**src/rtl/seq_medicao_uc_pkg.sv**
```systemverilog
// seq_medicao_uc_pkg: state codes (also the db_estado values) and width helper
// shared by the measure/transmit/receive control unit and its counters.
`default_nettype none

package seq_medicao_uc_pkg;

    localparam logic [3:0] ST_INICIAL     = 4'd0;
    localparam logic [3:0] ST_MEDIR       = 4'd1;
    localparam logic [3:0] ST_ESP_SEG     = 4'd2;
    localparam logic [3:0] ST_ENVIA       = 4'd3;
    localparam logic [3:0] ST_PROX_ENVIO  = 4'd4;
    localparam logic [3:0] ST_PROX_SENSOR = 4'd5;
    localparam logic [3:0] ST_ESP_RECEP   = 4'd6;
    localparam logic [3:0] ST_PROX_RECEP  = 4'd7;
    localparam logic [3:0] ST_FINAL       = 4'd8;
    localparam logic [3:0] ST_ERRO        = 4'd9;

    // Index width for a modulus n; a single-value index still needs one bit.
    function automatic int clog2_min1(input int n);
        return (n > 1) ? $clog2(n) : 1;
    endfunction

endpackage

`default_nettype wire

```
**src/rtl/seq_medicao_uc_contador_m.sv**
```systemverilog
// contador_m: mod-M counter with synchronous clear and enable; fim_o flags
// the last value so the sequencer can decide to leave the loop.
`default_nettype none

module contador_m
    import seq_medicao_uc_pkg::*;
#(
    parameter  int M = 4,
    localparam int W = clog2_min1(M)
) (
    input  logic         clk,
    input  logic         rst_n,
    input  logic         clr_i,
    input  logic         en_i,
    output logic [W-1:0] q_o,
    output logic         fim_o
);

    localparam logic [W-1:0] MAX = W'(M - 1);

    logic [W-1:0] q_q, q_d;

    always_comb begin
        q_d = q_q;
        if (clr_i) begin
            q_d = '0;
        end else if (en_i) begin
            q_d = (q_q == MAX) ? '0 : q_q + W'(1);
        end
    end

    always_ff @(posedge clk or negedge rst_n) begin
        if (!rst_n) begin
            q_q <= '0;
        end else begin
            q_q <= q_d;
        end
    end

    assign q_o   = q_q;
    assign fim_o = (q_q == MAX);

endmodule

`default_nettype wire

```
**src/rtl/seq_medicao_uc.sv**
```systemverilog
// seq_medicao_uc: Moore sequencer for one measure / transmit / receive round,
// with handshake timeout (sticky error flag) and auto-repeat mode.
`default_nettype none

module seq_medicao_uc
    import seq_medicao_uc_pkg::*;
#(
    parameter  int N_SENSORES = 3,
    parameter  int N_BYTES    = 4,
    parameter  int N_RECEP    = 3,
    parameter  int TIMEOUT    = 50000,
    localparam int SW         = clog2_min1(N_SENSORES),
    localparam int BW         = clog2_min1(N_BYTES),
    localparam int RW         = clog2_min1(N_RECEP)
) (
    input  logic          clk,
    input  logic          rst_n,
    input  logic          jogar_i,
    input  logic          modo_continuo_i,
    input  logic          pronto_seg_i,
    input  logic          pronto_serial_i,
    input  logic          pronto_recepcao_i,
    output logic          zera_sensor_o,
    output logic          zera_serial_o,
    output logic          zera_seg_o,
    output logic          medir_o,
    output logic          cont_seg_o,
    output logic          partida_tx_o,
    output logic [SW-1:0] sel_sensor_o,
    output logic [BW-1:0] sel_byte_o,
    output logic [RW-1:0] idx_recepcao_o,
    output logic          cont_recepcao_o,
    output logic          pronto_o,
    output logic          erro_timeout_o,
    output logic [3:0]    db_estado_o
);

    localparam int             TW        = clog2_min1(TIMEOUT);
    localparam logic [TW-1:0]  TIMER_LIM = TW'(TIMEOUT - 1);

    logic [3:0]    estado_q, estado_d;
    logic [TW-1:0] timer_q, timer_d;
    logic          erro_q, erro_d;
    logic          w_fim_byte, w_fim_sensor, w_fim_recep;
    logic          w_limpa, w_conta, w_timeout;

    assign w_limpa   = (estado_q == ST_INICIAL) || (estado_q == ST_ERRO);
    assign w_conta   = (estado_q == ST_ENVIA) || (estado_q == ST_ESP_RECEP);
    assign w_timeout = (timer_q == TIMER_LIM);

    contador_m #(.M(N_BYTES)) u_cnt_byte (
        .clk   (clk),
        .rst_n (rst_n),
        .clr_i (w_limpa),
        .en_i  (estado_q == ST_PROX_ENVIO),
        .q_o   (sel_byte_o),
        .fim_o (w_fim_byte)
    );

    contador_m #(.M(N_SENSORES)) u_cnt_sensor (
        .clk   (clk),
        .rst_n (rst_n),
        .clr_i (w_limpa),
        .en_i  (estado_q == ST_PROX_SENSOR),
        .q_o   (sel_sensor_o),
        .fim_o (w_fim_sensor)
    );

    contador_m #(.M(N_RECEP)) u_cnt_recep (
        .clk   (clk),
        .rst_n (rst_n),
        .clr_i (w_limpa),
        .en_i  (estado_q == ST_PROX_RECEP),
        .q_o   (idx_recepcao_o),
        .fim_o (w_fim_recep)
    );

    // A handshake arriving in the last allowed cycle takes priority over the timeout.
    always_comb begin
        estado_d = estado_q;
        case (estado_q)
            ST_INICIAL:     if (jogar_i) estado_d = ST_MEDIR;
            ST_MEDIR:       estado_d = ST_ESP_SEG;
            ST_ESP_SEG:     if (pronto_seg_i) estado_d = ST_ENVIA;
            ST_ENVIA: begin
                if (pronto_serial_i)  estado_d = ST_PROX_ENVIO;
                else if (w_timeout)   estado_d = ST_ERRO;
            end
            ST_PROX_ENVIO:  estado_d = w_fim_byte ? ST_PROX_SENSOR : ST_ENVIA;
            ST_PROX_SENSOR: estado_d = w_fim_sensor ? ST_ESP_RECEP : ST_ENVIA;
            ST_ESP_RECEP: begin
                if (pronto_recepcao_i) estado_d = ST_PROX_RECEP;
                else if (w_timeout)    estado_d = ST_ERRO;
            end
            ST_PROX_RECEP:  estado_d = w_fim_recep ? ST_FINAL : ST_ESP_RECEP;
            ST_FINAL:       estado_d = modo_continuo_i ? ST_MEDIR : ST_INICIAL;
            default:        estado_d = ST_INICIAL;
        endcase
    end

    always_comb begin
        timer_d = '0;
        if (w_conta && (estado_d == estado_q)) begin
            timer_d = w_timeout ? timer_q : timer_q + TW'(1);
        end
    end

    always_comb begin
        erro_d = erro_q;
        if ((estado_q == ST_INICIAL) && jogar_i) erro_d = 1'b0;
        if ((estado_d == ST_ERRO) && (estado_q != ST_ERRO)) erro_d = 1'b1;
    end

    always_ff @(posedge clk or negedge rst_n) begin
        if (!rst_n) begin
            estado_q <= ST_INICIAL;
            timer_q  <= '0;
            erro_q   <= 1'b0;
        end else begin
            estado_q <= estado_d;
            timer_q  <= timer_d;
            erro_q   <= erro_d;
        end
    end

    assign zera_sensor_o   = (estado_q == ST_INICIAL);
    assign zera_serial_o   = (estado_q == ST_INICIAL);
    assign zera_seg_o      = (estado_q == ST_INICIAL);
    assign medir_o         = (estado_q == ST_MEDIR);
    assign cont_seg_o      = (estado_q == ST_ESP_SEG);
    assign partida_tx_o    = (estado_q == ST_ENVIA);
    assign cont_recepcao_o = (estado_q == ST_PROX_RECEP);
    assign pronto_o        = (estado_q == ST_FINAL);
    assign erro_timeout_o  = erro_q;
    assign db_estado_o     = estado_q;

endmodule

`default_nettype wire

```
**config.mk**
```make
export PLATFORM = sky130hd
export DESIGN_NAME = seq_medicao_uc
export DESIGN_NICKNAME = d
export VERILOG_FILES = /design/src/rtl/seq_medicao_uc_pkg.sv /design/src/rtl/seq_medicao_uc_contador_m.sv /design/src/rtl/seq_medicao_uc.sv
export SDC_FILE = /design/constraint.sdc
export NUM_CORES = 1
export LEC_CHECK = 0
export ABC_CLOCK_PERIOD_IN_PS = 4700
export BUFFER_PORTS_ARGS = -buffer_cell sky130_fd_sc_hd__buf_2
export CAP_MARGIN = 10
export CORE_MARGIN = 2
export CORE_UTILIZATION = 50
export DETAILED_ROUTE_END_ITERATION = 16
export HOLD_SLACK_MARGIN = 0.1
export PLACE_DENSITY = 0.72
export SLEW_MARGIN = 30
export SYNTH_ARGS = -nofsm -noshare
export SYNTH_HDL_FRONTEND = slang
export SYNTH_HIERARCHICAL = 1
export SYNTH_SLANG_ARGS = --single-unit
```
**constraint.sdc**
```tcl
create_clock -name clk -period 4.7 [get_ports clk]
set_clock_uncertainty 0.05 [all_clocks]
set_input_delay 0.47 -clock clk [delete_from_list [all_inputs] [get_ports clk]]
set_output_delay 0.47 -clock clk [all_outputs]
set_load 0.02 [all_outputs]
```
==> impl_metrics.env <==
export IMPL_status="finished clean"
export IMPL_nets=200
export IMPL_path_clk_slew_ns=0.16
export IMPL_drv_cap=0
export IMPL_max_freq_ghz=0.436
export IMPL_fin_crit_ns=2.29
export IMPL_hpwl_mm=2.27
export IMPL_p_sw_mw=0.358
export IMPL_worst_setup_path_type="reg2out"
export IMPL_area_growth_pct=9.85
export IMPL_finalNonFillerCells=234
export IMPL_avgSynthCellArea_um2=9.32
export IMPL_drc=0
export IMPL_antenna_found_initial=0
export IMPL_overflow=0
export IMPL_vias_per_cell=5.39
export IMPL_arrival_ns=1.77
export IMPL_grt_pass1_wl_mm=5.42
export IMPL_first_pass_iters=9
export IMPL_seqPwrFrac=0.428
export IMPL_cts_sinks=27
export IMPL_finalHoldViolations=0
export IMPL_io_pins=26
export IMPL_dieArea_mm2=0.00362
export IMPL_cts_tree="yes"
export IMPL_setup_tns_ns=0
export IMPL_crit_path_end_kind="primary output"
export IMPL_clockBufferDepth=2
export IMPL_syn_inst=169
export IMPL_routabilityCongestion=0.813
export IMPL_slew_headroom=0.434
export IMPL_finalMaxSlewViolations=0
export IMPL_synth_seq_cells=27
export IMPL_setup_viol=0
export IMPL_ant_nets=0
export IMPL_first_iter_violations=46
export IMPL_intPower_mw=0.416
export IMPL_finalInstanceArea_mm2=0.00173
export IMPL_initial_core_util=0.520
export IMPL_min_path_type="in2reg"
export IMPL_routed_wl_mm=3.14
export IMPL_clock_latency_ns=0.34
export IMPL_dpl_cell_count=229
export IMPL_clockPowerShare=0.140
export IMPL_period_share=0.487
export IMPL_ys_types=45
export IMPL_async_flop_share=1.00
export IMPL_num_rows=20
export IMPL_grt_pass1_vias=1167
export IMPL_tightest_slew_ns=0.843
export IMPL_antenna_cells=0
export IMPL_worst_slack_ns=2.41
export IMPL_syn_area_mm2=0.00158
export IMPL_p_comb_frac=0.433
export IMPL_die_x_um=60.1
export IMPL_place_area_mm2=0.00169
export IMPL_final_common_cell="dfrtp_1"
export IMPL_final_cell_mix="dfrtp_1, buf_2, nor2_1, nand2_1, xnor2_1"
export IMPL_synth_nets=178
export IMPL_gr_usage_all_layers=0.198
export IMPL_cts_root_buffer="clkbuf_4"
export IMPL_p_per_area_mw_per_mm2=447
export IMPL_power_mw=0.774
export IMPL_leakage_nw=0.757
export IMPL_critPathLaunchType="flop"
export IMPL_ys_flop_type="dfrtp_1"
export IMPL_multi_input_area_um2=816
export IMPL_p_sw_frac=0.462
export IMPL_rsz0062_at_grt="no"
export IMPL_die_h_um=60.1
export IMPL_post_place_ws_ns=2.80
export IMPL_cts_buffers=3
export IMPL_via_count=1261
export IMPL_ir_worst_vdd_mv=0.225
export IMPL_yosysSeqAreaShare=0.429
export IMPL_port_buffers=25
export IMPL_path_max_fanout=15
export IMPL_drive_gt1_frac=0.226
export IMPL_crit_required_ns=4.18
export IMPL_core_area_mm2=0.00303
export IMPL_regArea_um2=676
export IMPL_ctsHtreeMaxLevel=1
export IMPL_synth_warnings=6
export IMPL_wl_per_cell_um=13.4
export IMPL_fill_cells=269
export IMPL_synth_edff_count=0
export IMPL_grt_max_degree=28
-- Yosys cell counts (3+ instances only) --
cell | instances | area share
xor2_1 | 5 | 0.028
dfrtp_1 | 27 | 0.43
inv_1 | 4 | 0.0095
buf_2 | 4 | 0.013
nor3_1 | 7 | 0.022
xnor2_1 | 9 | 0.050
nand3_1 | 4 | 0.013
a21oi_1 | 6 | 0.019
nand2b_1 | 8 | 0.032
and3_1 | 3 | 0.012
o22ai_1 | 3 | 0.012
a21oi_2 | 3 | 0.017
nor2_1 | 24 | 0.057
or3b_1 | 3 | 0.017
nor2b_1 | 3 | 0.012
nand2_1 | 15 | 0.036
buf_4 | 3 | 0.014
-- repair_timing --
item,in CTS,in global routing
hold buffers,1,0
gates resized for setup,0,0
setup buffers,0,0
hold endpoints to repair,27,0
-- path summary, 6_finish.rpt --
| kind | startpoint | end | slack, ns | cells after the start |
|---|---|---|---|---|
| max in group asynchronous | rst_n | db_estado_o[2] | 3.60 | 2 |
| min reg2reg | timer_q[0] | timer_q[0] | 0.43 | 1 |
| min in group asynchronous | rst_n | erro_timeout_o | 0.60 | 2 |
| max | db_estado_o[2] | cont_recepcao_o | 2.41 | 3 |
| max reg2reg | db_estado_o[0] | timer_q[5] | 2.85 | 5 |
| min | jogar_i | erro_timeout_o | 0.32 | 4 |
-- kinds of logic (layout without fill, tap and decap cells) --
| family | Yosys count | after routing | synth area share |
|---|---|---|---|
| mux | 1 | 1 | 0.00635 |
| buf+inv | 14 | 35 | 0.0532 |
| xor+xnor | 14 | 14 | 0.0778 |
| flops | 27 | 27 | 0.429 |
| simple gates | 87 | 87 | 0.306 |
| fa+ha+maj | 2 | 2 | 0.0159 |
| compound gates | 24 | 24 | 0.112 |
-- metal layers --
metal,GRT usage,vias up,part of all wire
li1,-,621,-
met1,0.266,600,0.46
met2,0.318,38,0.48
met3,0.0390,2,0.052
met4,0.0667,0,0.0076
met5,0,-,0
-- through the flow --
| step | hold slack [ns] | util |
|---|---|---|
| floorplan | 0.124 | - |
| finish | 0.320 | 0.571 |
| global placement | 0.395 | 0.558 |
| detailed placement | 0.406 | 0.558 |
| global route | 0.326 | 0.571 |
| CTS | 0.332 | 0.571 |
-- layout make-up --
| type | instances | area share |
|---|---|---|
| Multi-Input combinational cell | 128 | 0.471 |
| Sequential cell | 27 | 0.390 |
| Timing Repair Buffer | 26 | 0.0781 |
| Tap cell | 44 | 0.0318 |
| Clock buffer | 3 | 0.0130 |
| Inverter | 5 | 0.0108 |
| Clock inverter | 1 | 0.00434 |
-- registers in the layout (all words and copies together) (netlist names) --
register and count:
u_cnt_sensor/q_o 2, u_cnt_byte/q_o 2, erro_timeout_o 1, u_cnt_recep/q_o 2, timer_q 16, db_estado_o 4
-- power by group through the flow --
| stage | sequential (mW) | clock [mW] | combinational, mW |
|---|---|---|---|
| after global routing | 0.339 | 0.119 | 0.367 |
| after floorplan | 0.320 | 0 | 0.287 |
| final | 0.331 | 0.108 | 0.335 |
| after global placement | 0.327 | 0 | 0.330 |
| after CTS | 0.330 | 0.109 | 0.337 |
| after detailed placement | 0.335 | 0 | 0.333 |
-- critical path, cell delays in order (launching register included) --
cell	delay (ns)
dfrtp_1	0.66
nand2b_1	0.22
nor2_1	0.33
buf_2	0.23
(Power assumes the default switching activity.)
